**src/rtl/wb_reg_host_bridge.sv**
```systemverilog
// Wishbone classic slave to register-bus master bridge.
// A strobed Wishbone cycle is captured, replayed as a held reg_cs request
// until the peripheral acknowledges or the programmable timeout expires, and
// then completed with a one-cycle ack or error pulse. All outputs are flops.
module wb_reg_host_bridge #(
  parameter int unsigned TIMEOUT_CYC = 255,
  parameter logic [31:0] ERR_DATA    = 32'hDEAD_BEEF
) (
  input  logic        wbm_clk_i,
  input  logic        wbm_rst_n,
  input  logic        wbs_stb_i,
  input  logic        wbs_we_i,
  input  logic [8:0]  wbs_adr_i,
  input  logic [31:0] wbs_dat_i,
  input  logic [3:0]  wbs_sel_i,
  output logic [31:0] wbs_dat_o,
  output logic        wbs_ack_o,
  output logic        wbs_err_o,
  output logic        reg_cs,
  output logic        reg_wr,
  output logic [8:0]  reg_addr,
  output logic [31:0] reg_wdata,
  output logic [3:0]  reg_be,
  input  logic [31:0] reg_rdata,
  input  logic        reg_ack,
  output logic        bus_err_o,
  input  logic        bus_err_clr_i
);

  // A zero timeout still needs a legal (1-bit) counter even though it is unused.
  localparam int unsigned CNT_W = (TIMEOUT_CYC > 32'd0) ? $clog2(TIMEOUT_CYC + 32'd1) : 1;
  localparam logic [CNT_W-1:0] CNT_MAX = {CNT_W{1'b1}};
  localparam logic [CNT_W-1:0] CNT_ONE = CNT_W'(1);
  localparam logic [CNT_W-1:0] TO_VAL  = CNT_W'(TIMEOUT_CYC);
  localparam bit               TO_EN   = (TIMEOUT_CYC != 32'd0);

  typedef enum logic [1:0] {
    IDLE = 2'd0,
    REQ  = 2'd1,
    RESP = 2'd2
  } state_e;

  state_e            state_q, state_d;
  logic [CNT_W-1:0]  cnt_q, cnt_d;
  logic              reg_cs_q, reg_cs_d;
  logic              reg_wr_q, reg_wr_d;
  logic [8:0]        reg_addr_q, reg_addr_d;
  logic [31:0]       reg_wdata_q, reg_wdata_d;
  logic [3:0]        reg_be_q, reg_be_d;
  logic [31:0]       dat_q, dat_d;
  logic              ack_q, ack_d;
  logic              err_q, err_d;
  logic              bus_err_q, bus_err_d;
  // Set once the master has dropped stb during the current access.
  logic              abort_q, abort_d;

  logic [CNT_W-1:0]  cnt_inc_s;
  logic              timeout_hit_s;
  logic              timeout_evt_s;
  logic              respond_ok_s;

  // Next-state, capture and completion logic for the request FSM.
  always_comb begin
    state_d     = state_q;
    cnt_d       = cnt_q;
    reg_cs_d    = reg_cs_q;
    reg_wr_d    = reg_wr_q;
    reg_addr_d  = reg_addr_q;
    reg_wdata_d = reg_wdata_q;
    reg_be_d    = reg_be_q;
    dat_d       = dat_q;
    ack_d       = 1'b0;
    err_d       = 1'b0;
    abort_d     = abort_q;

    // Counter value after this REQ cycle; saturates at its maximum.
    if (cnt_q == CNT_MAX) begin
      cnt_inc_s = cnt_q;
    end else begin
      cnt_inc_s = cnt_q + CNT_ONE;
    end

    // Fires on the edge that closes the TIMEOUT_CYC-th REQ cycle.
    timeout_hit_s = TO_EN && (cnt_inc_s == TO_VAL);
    // Ack has priority over a timeout landing on the same edge.
    timeout_evt_s = (state_q == REQ) && !reg_ack && timeout_hit_s;
    // A master that abandoned the cycle gets no ack/err pulse.
    respond_ok_s  = !abort_q && wbs_stb_i;

    case (state_q)
      IDLE: begin
        if (wbs_stb_i) begin
          state_d     = REQ;
          cnt_d       = '0;
          reg_cs_d    = 1'b1;
          reg_wr_d    = wbs_we_i;
          reg_addr_d  = wbs_adr_i;
          reg_wdata_d = wbs_dat_i;
          reg_be_d    = wbs_sel_i;
          abort_d     = 1'b0;
        end else begin
          state_d = IDLE;
        end
      end
      REQ: begin
        cnt_d = cnt_inc_s;
        if (!wbs_stb_i) begin
          abort_d = 1'b1;
        end else begin
          abort_d = abort_q;
        end
        if (reg_ack) begin
          state_d  = RESP;
          reg_cs_d = 1'b0;
          ack_d    = respond_ok_s;
          if (!reg_wr_q) begin
            dat_d = reg_rdata;
          end else begin
            dat_d = dat_q;
          end
        end else if (timeout_hit_s) begin
          state_d  = RESP;
          reg_cs_d = 1'b0;
          dat_d    = ERR_DATA;
          err_d    = respond_ok_s;
        end else begin
          state_d = REQ;
        end
      end
      RESP: begin
        state_d = IDLE;
      end
      default: begin
        state_d  = IDLE;
        reg_cs_d = 1'b0;
      end
    endcase

    // Sticky error flag: a new timeout beats a simultaneous clear.
    if (timeout_evt_s) begin
      bus_err_d = 1'b1;
    end else if (bus_err_clr_i) begin
      bus_err_d = 1'b0;
    end else begin
      bus_err_d = bus_err_q;
    end
  end

  // State and output registers with asynchronous active-low reset.
  always_ff @(posedge wbm_clk_i or negedge wbm_rst_n) begin
    if (!wbm_rst_n) begin
      state_q     <= IDLE;
      cnt_q       <= '0;
      reg_cs_q    <= 1'b0;
      reg_wr_q    <= 1'b0;
      reg_addr_q  <= 9'd0;
      reg_wdata_q <= 32'd0;
      reg_be_q    <= 4'd0;
      dat_q       <= 32'd0;
      ack_q       <= 1'b0;
      err_q       <= 1'b0;
      bus_err_q   <= 1'b0;
      abort_q     <= 1'b0;
    end else begin
      state_q     <= state_d;
      cnt_q       <= cnt_d;
      reg_cs_q    <= reg_cs_d;
      reg_wr_q    <= reg_wr_d;
      reg_addr_q  <= reg_addr_d;
      reg_wdata_q <= reg_wdata_d;
      reg_be_q    <= reg_be_d;
      dat_q       <= dat_d;
      ack_q       <= ack_d;
      err_q       <= err_d;
      bus_err_q   <= bus_err_d;
      abort_q     <= abort_d;
    end
  end

  assign reg_cs    = reg_cs_q;
  assign reg_wr    = reg_wr_q;
  assign reg_addr  = reg_addr_q;
  assign reg_wdata = reg_wdata_q;
  assign reg_be    = reg_be_q;
  assign wbs_dat_o = dat_q;
  assign wbs_ack_o = ack_q;
  assign wbs_err_o = err_q;
  assign bus_err_o = bus_err_q;

endmodule

```
**config.mk**
```make
export PLATFORM = sky130hd
export DESIGN_NAME = wb_reg_host_bridge
export DESIGN_NICKNAME = d
export VERILOG_FILES = /design/src/rtl/wb_reg_host_bridge.sv
export SDC_FILE = /design/constraint.sdc
export NUM_CORES = 1
export LEC_CHECK = 0
export ABC_CLOCK_PERIOD_IN_PS = 2100
export BUFFER_PORTS_ARGS = -buffer_cell sky130_fd_sc_hd__buf_2
export CAP_MARGIN = 20
export CORE_MARGIN = 2
export CORE_UTILIZATION = 51
export CTS_BUF_LIST = sky130_fd_sc_hd__clkbuf_16
export DETAILED_ROUTE_END_ITERATION = 10
export PLACE_DENSITY = 0.8
export SLEW_MARGIN = 40
export SYNTH_ARGS = -nofsm -noshare
export SYNTH_HDL_FRONTEND = slang
export SYNTH_SLANG_ARGS = --single-unit
```
**constraint.sdc**
```tcl
create_clock -name wbm_clk_i -period 2.1 [get_ports wbm_clk_i]
set_input_delay 0.105 -clock wbm_clk_i [delete_from_list [all_inputs] [get_ports wbm_clk_i]]
set_output_delay 0.105 -clock wbm_clk_i [all_outputs]
set_load 0.01 [all_outputs]
```
==> results, run 1 <==
- The wire length per cell after detailed routing is ~18 um.
- The total global-route track usage is 27.2%.
- The total of warnings raised by yosys is 0.
- On the worst path, the slowest cell contributes a delay of 0.45 ns.
- The synthesized design contains 93 register bits.
- The number of clock sinks is 93.
- The worst-case IR drop observed on VDD is 871 uV.
- The cell area after placement is 5970 um2.
- The number of clock buffers added by TritonCTS is 9.
- Based on the critical path, the design can be clocked at up to 519 MHz.
- At the worst endpoint, the required time is 2.34 ns.
- The residual DRC count is 0.
- The floorplan step defined a die boundary enclosing approximately 11000 um2.
- The slowest stage of the critical path belongs to the cell a211oi_4.
- The wire length of the first global-routing pass is 22500 um.
- The hold violation total from the final report is 0.
- The total grt overflow is 0.
- In this run, the number of DRC markers left after iteration 0 of detailed routing was 350.
- The most critical setup path has its startpoint at cnt_q[0].
- The critical path arrival is 2.16 ns.
- The critical path is of the flop to flop type.
- In the layout the commonest cells are buf_2, dfrtp_1, mux2_2, dlygate4sd3_1, o21ai_0.
- The signal on the critical path passes through ha_2 -> nand4_4 -> a211oi_4 -> buf_4 -> a21boi_1 -> a211o_1.
- Between clock sinks in the finished design, the worst skew comes to 0.00953 ns.
- The TritonCTS clock tree is built.
- The number of buffers on the longest clock path is 2.
- The normalized max-slew margin is 56.6%.
- Counting tap cells, the placed design contains a total of 727 instances.
- The count of boundary I/O pins is around 170.
- In this run the worst path has a maximum fanout of 8.
- The number of maximum-capacitance constraint violations is 0.
- The die outline height is 103 um.
- Power spread over the standard cell area amounts to 1410 nW/um2.
- The antenna diode count is 0.
- The final number of max-transition violations was 0.
- At the pin with the least slew margin, the transition time is approximately 0.65 ns.
- After clock tree synthesis, the clock-pin slew on the worst setup and hold paths is 0.07 ns.
- Of the cells placed in the final design, the portion with a size suffix greater than 1 is roughly 43%.
- The synthesized cell area is approximately 5000 um2.
- The most used flip-flop cell after synthesis is dfrtp_1.
- Cells fill approximately 70% of the core in the end.
- The run finished with clean final reports.
- The synthesized net count is 547.
- The distinct cell type count after synthesis is 52.
- Setup violations remaining at the end of the flow were counted as 0.
- In this run the critical register-to-register path is launched from cnt_q[0].
- Synthesis produced roughly 460 cells.
- The number of antenna violations at the first check in global routing is 0.
- Leaving out fill and tap cells, the most frequent cell in the layout is buf_2.
- Hold timing on the final database bottoms out at a slack of 0.00425 ns.
- Clock tree synthesis selected as its root buffer the cell clkbuf_16.
- The pre-antenna-repair detailed-routing pass consisted of 5 iterations.
- A synthesized cell averages 10.9 um2.
- The via count of the first global-routing pass is 4518.
- The kind of end point of the critical path is a flop.
- The aggregate negative setup slack is 0 ns.
- The analysis attributes to cell leakage a power of 2.93 nW.
- The critical path startpoint category is a flop.
- The die span in x is between 100 and 150 um.
- Of all flip-flops after synthesis, the portion carrying an async set or reset was 100%.
- The CTS H-tree depth is 3.
- Entering global routing, the biggest net connects 65 pins.
- Leaving out filler cells and counting taps, the final layout contains 784.
- The final HPWL from detailed placement is around 9000 um.
- Counting flops with a built-in enable in the synthesized netlist gives 0.
- Once detail routing completed, the nets flagged for antenna violations numbered 0.
- Routability-driven placement finished with a final weighted congestion of 0.816.
- The number of buffers inserted by port buffering is 164.
- The final design instance area without fill is 6710 um2.
- The signed area change from the synthesized netlist to the final layout is 33.5%.
- The later pin in the worst-skew pair is clocked with a latency of 0.35 ns.
- The worst min-delay path category is primary input to flop.
- In the routed layout, each cell is associated on average with a via count of 5.91.
- The share of the Yosys chip area taken by registers is 46.3%.
- The initial utilization of the core area, before any placement, comes to 51.9%.
- After floorplanning, the core was divided into 36 placement rows.
- In this run the most critical hold path is launched from wbs_sel_i[1].
- Wires add up to 14300 um.
- The routed layout has 4631 vias.
- The core region is 9680 um2.
- For the finished layout, the period the worst path requires is roughly 1.9 ns.
- Setup repair after global routing left no endpoint under its margin.
- The final layout contains 730 nets.
- The part of the cycle the worst path needs is 91.8%.
## metal layers
metal  vias to the layer above  GRT usage [%]  share of wire (%)  wire (um)
li1                       2156              -                  -          -
met1                      2265           35.3                 43       6090
met2                       195           44.6                 48       6920
met3                        15           6.85                7.7       1100
met4                         0           9.31                1.5        211
met5                         -              0                  0          0
## sequential cells by signal, indices dropped and copies added, names as in the netlist, 2 cells and up
signal	count
state_q	2
cnt_q	8
reg_addr	9
wbs_dat_o	32
reg_wdata	32
reg_be	4
## where the power goes
group	internal (W)	total (W)	switching, W
sequential	0.00259	0.00324	0.000645
clock	0.00106	0.00181	0.000743
combinational	0.00220	0.00440	0.00220
## synthesized netlist by cell type (all sizes together), types with 2 or more instances
library cell / instances / share of area [%]
mux2: 47 / 11
a21boi: 2 / 0.30
a221o: 8 / 1.6
dfrtp: 93 / 46
o22ai: 2 / 0.25
and4: 2 / 0.35
a21oi: 21 / 2.1
nand3b: 25 / 3.7
nand2: 8 / 0.65
nand2b: 4 / 0.55
a21o: 3 / 0.45
a211o: 2 / 0.35
o21ai: 51 / 5.1
nor3: 11 / 1.1
o221a: 23 / 5.2
o32ai: 2 / 0.50
o21bai: 2 / 0.30
nor2: 10 / 0.75
clkbuf: 21 / 1.7
a211oi: 3 / 0.70
buf: 27 / 3.2
nor2b: 3 / 0.37
nand3: 29 / 2.9
a31oi: 2 / 0.25
nand4: 3 / 0.67
inv: 5 / 0.37
nor4bb: 8 / 1.6
and3: 11 / 1.4
or4b: 23 / 4.6
## cell type report
class                   instances  area, um2
repair buffers                220       1420
well taps                     133        166
flip-flops and latches         93       2330
clock inverters                 7        105
clock buffers                   9        225
inverters                       5       18.8
fillers                       682       2980
multi-input cells             317       2450
## final timing paths
check,endpoint,slack [ns],cells after the start
min reg2reg,reg_wdata[24],0.50,1
min in group asynchronous,reg_be[2],0.32,2
min,reg_be[1],0.004,2
max in group asynchronous,wbs_ack_o,1.08,3
max,reg_cs,0.17,6
max reg2reg,reg_cs,0.17,6
## cell families (layout without fill, tap and decap cells)
group	Yosys count	after routing	synth area share (%)
muxes	48	48	10.7
AOI/OAI and AO/OA	128	128	18.4
and+or+nand+nor	140	140	19.1
adders and majority gates	1	1	0.249
buffers and inverters	53	241	5.23
DFF	93	93	46.3
## critical path, delay by kind of cell (launching register included)
family | cells | cell delay (ns)
AO/OA/AOI/OAI | 3 | 0.77
buffers and inverters | 1 | 0.19
adder cells (fa/ha/maj) | 1 | 0.29
AND/OR/NAND/NOR | 1 | 0.18
flip-flops | 1 | 0.40
## timing repair
| item | CTS | global route |
|---|---|---|
| setup endpoints to repair | 0 | 4 |
| gates resized for setup | 0 | 1 |
| hold endpoints to repair | 74 | 2 |
| setup buffers | 0 | 2 |
| hold buffers | 37 | 2 |
## per-stage QoR
step | power, W | worst slack (ns)
4_1_cts | 0.00938 | 0.123
6_report | 0.00944 | 0.173
3_3_place_gp | 0.00730 | 0.261
2_1_floorplan | 0.00595 | 0.371
3_5_place_dp | 0.00748 | 0.172
5_1_grt | 0.0100 | 0.0749
Power figures use the tool's default switching activity.
==> inputs of run 2 (changes only) <==
CORE_ASPECT_RATIO = 1.2   (was unset)
==> run 2 against run 1 <==
Against the previous run:
- global-route usage up 1.6 points
- total power up 0.45%
- utilization up 1.4 points
- largest cell class unchanged
- via count up 3.2%
- first-iteration DRC count up 13%
- sequential share of layout area down 0.26 points
- routed wire length up 4.4%
- critical path type unchanged
- critical path depth unchanged
==> results, run 2 (synthesized netlist as in run 1, its figures left out) <==
- The time the worst path needs with I/O delays and setup is 1.97 ns (+0.0403 ns).
- The kind of end point of the critical path is a flop.
- The CTS H-tree depth is 3 (unchanged).
- The number of cell instances on the worst register-to-register path is 6 (unchanged).
- The most common cell after layout, fill and taps aside is buf_2.
- In this design, the largest share of critical-path delay is due to simple AND/OR/NAND/NOR gates.
- The highest fanout seen on the critical path is 21 (+13).
- The critical path in this run is classified as flop to flop.
- The total grt overflow is 0 (unchanged).
- The cell count of the worst hold path was 2 (unchanged).
- The least setup slack across all paths after layout came to 0.132 ns (-0.0403 ns).
- The total clock buffers created by CTS was 9 (unchanged).
- The launch instance of the worst min-delay path is wbs_dat_i[16].
- The total of endpoints with negative setup slack in the final report is 0 (unchanged).
- For this design, the slowest cell found on the critical path is dfrtp_1.
- The longest individual stage delay on the worst path is 0.40 ns (-0.05 ns).
- The final design instance area without fill is 6760 um2 (+0.80%).
- The cell count after placement is 724 (-0.41%).
- The fill cell total of the finished layout was 693 (+1.6%).
- The wire length per cell after detailed routing is 19.0 um (+4.3%).
- The clock latency on the worst-skew pair was 0.34 ns (about the same).
- The tightest min-delay check is of the primary input to flop type.
- The die span in x is 94.6 um (-8.4%).
- The routed via count divided by cell count is 6.09 (+3.1%).
- The critical path arrival is 2.17 ns (about the same).
- The post-CTS setup-driven buffer insertion count came to 0 (unchanged).
- The fraction of layout instances using a drive strength above 1 is 43.1% (+0.35 points).
- The hold violation total from the final report is 0 (unchanged).
- The worst slack at placement is 0.0875 ns (-0.0849 ns).
- The worst path required time is 2.30 ns (-0.04 ns).
- The critical path goes through ha_2 -> nand3b_1 -> a21o_1 -> and3_1 -> buf_4 -> o22ai_1.
- The worst clock skew came to 0.00368 ns (-0.00585 ns).
- The routed via count came to 4780 (+3.2%).
- Setup repair after global routing left no endpoint under its margin.
- The wire length after detailed routing is 15000 um (+4.4%).
- The wire length of the first global-routing pass was 24100 um (+6.9%).
- The antenna diode count is 0 (unchanged).
- The area enclosed by the die boundary is 10700 um2 (about the same).
- The timing-limited maximum frequency is 508 MHz (-2.0%).
- The residual DRC count is 0 (unchanged).
- The path with the worst hold slack has its endpoint at reg_wdata[16].
- The final number of max-transition violations was 0 (unchanged).
- The number of nets in the final layout came to 741 (+1.5%).
- The signed area change from the synthesized netlist to the final layout is 34.5%.
- The total number of placement rows is 39 (+8.3%).
- The area of the multi-input gates was 2450 um2 (+0.20%).
- The clock input transition at the sequential cells of the worst setup and hold paths is 0.07 ns (about the same).
- The aggregate negative setup slack came to 0 ns (unchanged).
- The number of buffer and inverter instances along the worst setup path is 1 (unchanged).
- The number of search-and-repair iterations in the first detailed-routing pass came to 5 (unchanged).
- The final HPWL from detailed placement is 9200 um (+2.1%).
- The starting density of the core is 52.5% (+0.65 points).
- The number of clock sinks is 93 (unchanged).
- The sequential cell area in the final layout is 2330 um2 (about the same).
- The total global-route track usage is 28.8% (+1.6 points).
- The number of buffers on the longest clock path is 2 (unchanged).
- The placer congestion estimate is 0.942 (+15%).
- The die outline height is 113 um (+9.2%).
- The count of non-filler cells in the finished layout came to 785 (+0.13%).
- The tree is rooted in a clkbuf_16.
- In the layout the commonest cells are buf_2, dfrtp_1, mux2_2, dlygate4sd3_1, o21ai_0.
- The placeable core area is 9560 um2 (-1.2%).
- The worst setup slack for register-to-register paths is 0.13 ns (-0.04 ns).
- The part of the cycle the worst path needs came to 93.7% (+1.9 points).
- The DRC marker count from the first detailed-route iteration is 396 (+13%).
- The origin of the critical flop-to-flop path is cnt_q[0].
- The worst reg2reg path endpoint is state_q[1].
- The number of antenna violations at the first check in global routing came to 0 (unchanged).
- The via count of the first global-routing pass was 4773 (+5.6%).
- The leakage power was 2.97 nW (+1.4%).
- TritonCTS built the clock tree.
- The transition at the pin with the smallest max-transition slack is 0.616 ns (-0.0338 ns).
- The number of buffers inserted by port buffering is 164 (unchanged).
- The maximum vdd drop is 910 uV (+4.5%).
- The run finished with clean final reports.
- The utilization after layout was 70.7% (+1.4 points).
- The count of boundary I/O pins is 165 (unchanged).
- The number of maximum-capacitance constraint violations is 0 (unchanged).
- The final antenna-violating net count came to 0 (unchanged).
- The cell area after placement came to 5970 um2 (about the same).
- The power density over the cells is 1400 nW/um2 (-0.35%).
- The worst setup path is launched from a flop.
- The normalized max-slew margin is 58.9% (+2.3 points).
- The pin count of the biggest net entering global routing was 49 (-25%).
-- run 2: cell types whose count changed in the layout (fill, tap and decap cells not counted), sizes merged --
cell,delta
buf,+5
clkinv,+1
dlygate4sd3,+6
inv,-1
-- run 2: final cells by class --
cell class	instances	share of cell area, %
clock buffer	9	3.33
clock inverter	7	1.55
inverter	5	0.278
multi-input combinational	317	36.3
sequential	93	34.4
tap	123	2.28
timing repair buffer	231	21.8
-- run 2: worst max path at each step --
stage                   from            end  slack, ns  cells past startpoint
global placement    cnt_q[0]  wbs_dat_o[31]       0.22                      6
floorplan           cnt_q[0]         reg_cs       0.37                      5
detailed placement  cnt_q[0]  wbs_dat_o[31]       0.09                      6
global route        cnt_q[0]   wbs_dat_o[2]       0.02                      6
finish              cnt_q[0]     state_q[1]       0.13                      6
CTS                 cnt_q[0]  wbs_dat_o[31]       0.05                      6
-- run 2: repair_timing --
item,CTS,global route
setup endpoints to repair,0,21
hold buffers,45,0
endpoints found under the hold margin,67,0
gates resized for setup,0,2
-- run 2: layer usage --
layer  part of all wire (%)  up-vias  GRT usage, %  wire length (um)
met5                      0        -             0                 0
met4                    2.1        0          11.6               321
met3                    7.4       25          6.59              1100
met2                     50      237          48.4              7540
met1                     40     2348          35.6              5990
li1                       -     2170             -                 -
-- run 2: power by group --
| group | internal (W) | switching, W | total, W |
|---|---|---|---|
| clock network | 0.00106 | 0.000730 | 0.00179 |
| logic | 0.00220 | 0.00218 | 0.00439 |
| registers | 0.00259 | 0.000710 | 0.00330 |
| total | 0.00586 | 0.00362 | 0.00948 |
-- run 2: per-stage QoR --
step / total power, W / hold slack, ns
after global placement: 0.00727 / 0.0394
final: 0.00948 / 0.0148
after CTS: 0.00937 / 0.00186
after floorplan: 0.00595 / -0.191
after global routing: 0.0101 / 0.00353
after detailed placement: 0.00747 / 0.0380
==> inputs of run 3 (changes only) <==
GPL_TIMING_DRIVEN = 0   (was unset)
PLACE_DENSITY = 0.91   (was 0.8)
==> run 3 against run 2 <==
Against the previous run:
- register-to-register slack got worse by 0.05 ns
- critical path type unchanged
- worst setup slack got worse by 0.051 ns
- highest routed layer unchanged
- routed wire length rose by 8.5%
- critical endpoint is now wbs_dat_o[22]
- clock power fell by 12%
- hold slack got worse by 0.012 ns
- die area did not move
- clock skew rose by 0.0048 ns
- first-iteration DRC count rose by 20%
- largest power group unchanged
- non-clock buffer count rose by 18
==> results, run 3 (synthesized netlist as in run 1, its figures left out) <==
- The run finished with clean final reports.
- The clock group share of total power is 16.8% (-2.1 points).
- The number of antenna violations at the first check in global routing is 0 (unchanged).
- The worst clock skew is 0.00852 ns (+0.00484 ns).
- The count of non-filler cells in the finished layout was 803 (+2.3%).
- TritonCTS built the clock tree.
- The worst setup path is captured at a flop.
- The fill cell total of the finished layout came to 709 (+2.3%).
- The cell count after placement is 751 (+3.7%).
- The number of maximum-capacitance constraint violations is 0 (unchanged).
- The routed via count is 4955 (+3.7%).
- The number of clock sinks is 93 (unchanged).
- The area of the multi-input gates was 2440 um2 (-0.51%).
- The residual DRC count is 0 (unchanged).
- The total number of placement rows came to 39 (unchanged).
- The routed via count divided by cell count was 6.17 (+1.3%).
- Setup repair after global routing left no endpoint under its margin.
- The total clock buffers created by CTS was 9 (unchanged).
- The portion of total power attributed to sequential cells is 34.3% (-0.5 points).
- The number of buffers inserted by port buffering is 164 (unchanged).
- The antenna diode count is 0 (unchanged).
- The clock input transition at the sequential cells of the worst setup and hold paths came to 0.07 ns (about the same).
- The worst slack on hold paths is 0.00324 ns (-0.0116 ns).
- The placeable core area was 9560 um2 (unchanged).
- The combinational cell fraction of total power is 48.9% (+2.6 points).
- The total global-route track usage came to 30.9% (+2.1 points).
- The transition at the pin with the smallest max-transition slack is 0.586 ns (-0.0301 ns).
- The total of endpoints with negative setup slack in the final report is 0 (unchanged).
- The number of nets in the final layout was 759 (+2.4%).
- The pin count of the biggest net entering global routing is 54 (+10%).
- The clock latency on the worst-skew pair is 0.35 ns (about the same).
- The number of buffers on the longest clock path is 2 (unchanged).
- The power density over the cells is 1390 nW/um2 (-0.64%).
- The wire length per cell after detailed routing is 20.2 um (+6.1%).
- In this run the worst hold path is classified as primary input to flop.
- The count of boundary I/O pins is 165 (unchanged).
- The timing-limited maximum frequency came to 495 MHz (-2.5%).
- The cell count of the worst hold path was 2 (unchanged).
- The total net switching power is 0.00376 W (+3.7%).
- The hold violation total from the final report is 0 (unchanged).
- The cell area after placement came to 6030 um2 (+1.0%).
- The CTS H-tree depth came to 3 (unchanged).
- The final HPWL from detailed placement was 10700 um (+16%).
- The total grt overflow was 0 (unchanged).
- The DRC marker count from the first detailed-route iteration was 477 (+20%).
- The worst path required time is 2.31 ns (about the same).
- The wire length of the first global-routing pass was 25700 um (+6.6%).
- The proportion of total power due to net switching is 40.2% (+2.0 points).
- The signed area change from the synthesized netlist to the final layout is 33.4%.
- The final antenna-violating net count is 0 (unchanged).
- The placer congestion estimate is 0.985 (+4.6%).
- The via count of the first global-routing pass is 5057 (+6.0%).
- The starting density of the core came to 52.5% (unchanged).
- The area enclosed by the die boundary is 10700 um2 (unchanged).
- The total internal power is 0.00558 W (-4.7%).
- The fraction of layout instances using a drive strength above 1 is 42.9% (-0.11 points).
- The library cell used as clock root buffer is clkbuf_16.
- The die span in x came to 94.6 um (unchanged).
- The critical path arrival is 2.23 ns (+0.06 ns).
- The normalized max-slew margin is 60.9% (+2.1 points).
- STA classifies the critical path startpoint as a flop.
- Leaving out fill and tap cells, the most frequent cell in the layout is buf_2.
- The wire length after detailed routing is 16200 um (+8.5%).
- The final number of max-transition violations is 0 (unchanged).
- The part of the cycle the worst path needs came to 96.1% (+2.4 points).
- The final design instance area without fill came to 6700 um2 (-0.87%).
- The number of cell instances on the worst register-to-register path came to 6 (unchanged).
- The number of search-and-repair iterations in the first detailed-routing pass is 7 (+2).
- The leakage power was 2.97 nW (about the same).
- The worst setup path is of the flop to flop kind.
- The highest fanout seen on the critical path is 10 (-52%).
- The time the worst path needs with I/O delays and setup came to 2.02 ns (+0.0509 ns).
- The maximum vdd drop was 952 uV (+4.5%).
- The die outline height is 113 um (unchanged).
- The sequential cell area in the final layout was 2330 um2 (about the same).
- The library cells used most frequently in the layout, excluding fill and tap cells, are buf_2, dfrtp_1, mux2_2, dlygate4sd3_1, o21ai_0.
run 3: final timing paths:
check	startpoint	endpoint	slack (ns)
worst max-delay path	state_q[0]	wbs_dat_o[22]	0.08
worst min-delay path	wbs_dat_i[10]	reg_wdata[10]	0.003
worst max register to register	state_q[0]	wbs_dat_o[22]	0.08
worst min register to register	reg_addr[5]	reg_addr[5]	0.50
max in group asynchronous	wbm_rst_n	reg_addr[0]	1.28
min in group asynchronous	wbm_rst_n	wbs_dat_o[2]	0.24
run 3: layout make-up:
type | count | share of cell area (%)
Buffer | 46 | 3.53
Clock buffer | 9 | 3.36
Clock inverter | 7 | 0.822
Inverter | 5 | 0.280
Multi-Input combinational cell | 317 | 36.4
Sequential cell | 93 | 34.7
Tap cell | 123 | 2.30
Timing Repair Buffer | 203 | 18.6
run 3: critical path: stages (launching register included):
cell and delay (ns):
dfrtp_1 0.54, buf_2 0.30, nand2b_2 0.15, buf_2 0.23, a221o_1 0.39, nor3_1 0.17
a21oi_1 0.11
run 3: power by group through the flow:
stage                     Sequential [W]  Combinational (W)  Clock, W
final                            0.00321            0.00457   0.00157
after global routing             0.00328            0.00490   0.00168
after CTS                        0.00315            0.00448   0.00157
after detailed placement         0.00316            0.00440         0
after global placement           0.00309            0.00419         0
after floorplan                  0.00342            0.00253         0
run 3: timing repair:
action / CTS / global route
resized for setup: 1 / 1
hold buffers: 35 / 2
pin swaps: 0 / 1
setup buffers: 0 / 1
endpoints found under the setup margin: 18 / 38
endpoints found under the hold margin: 74 / 2
run 3: per-layer routing:
| metal | GRT usage, % | up-vias | wire length, um |
|---|---|---|---|
| li1 | - | 2193 | - |
| met1 | 38.4 | 2415 | 6270 |
| met2 | 51.7 | 305 | 8150 |
| met3 | 7.19 | 42 | 1330 |
| met4 | 12.5 | 0 | 484 |
| met5 | 0 | - | 0 |
run 3: through the flow:
| stage | utilization [%] | setup slack, ns | power [W] | setup TNS (ns) |
|---|---|---|---|---|
| floorplan | - | 0.371 | 0.00595 | 0 |
| global placement | 62.7 | 0.0485 | 0.00728 | 0 |
| detailed placement | 63.1 | -0.0334 | 0.00756 | -0.207 |
| CTS | 69.7 | 0.0300 | 0.00920 | 0 |
| global route | 70.1 | 0.00246 | 0.00986 | 0 |
| finish | 70.1 | 0.0814 | 0.00934 | 0 |
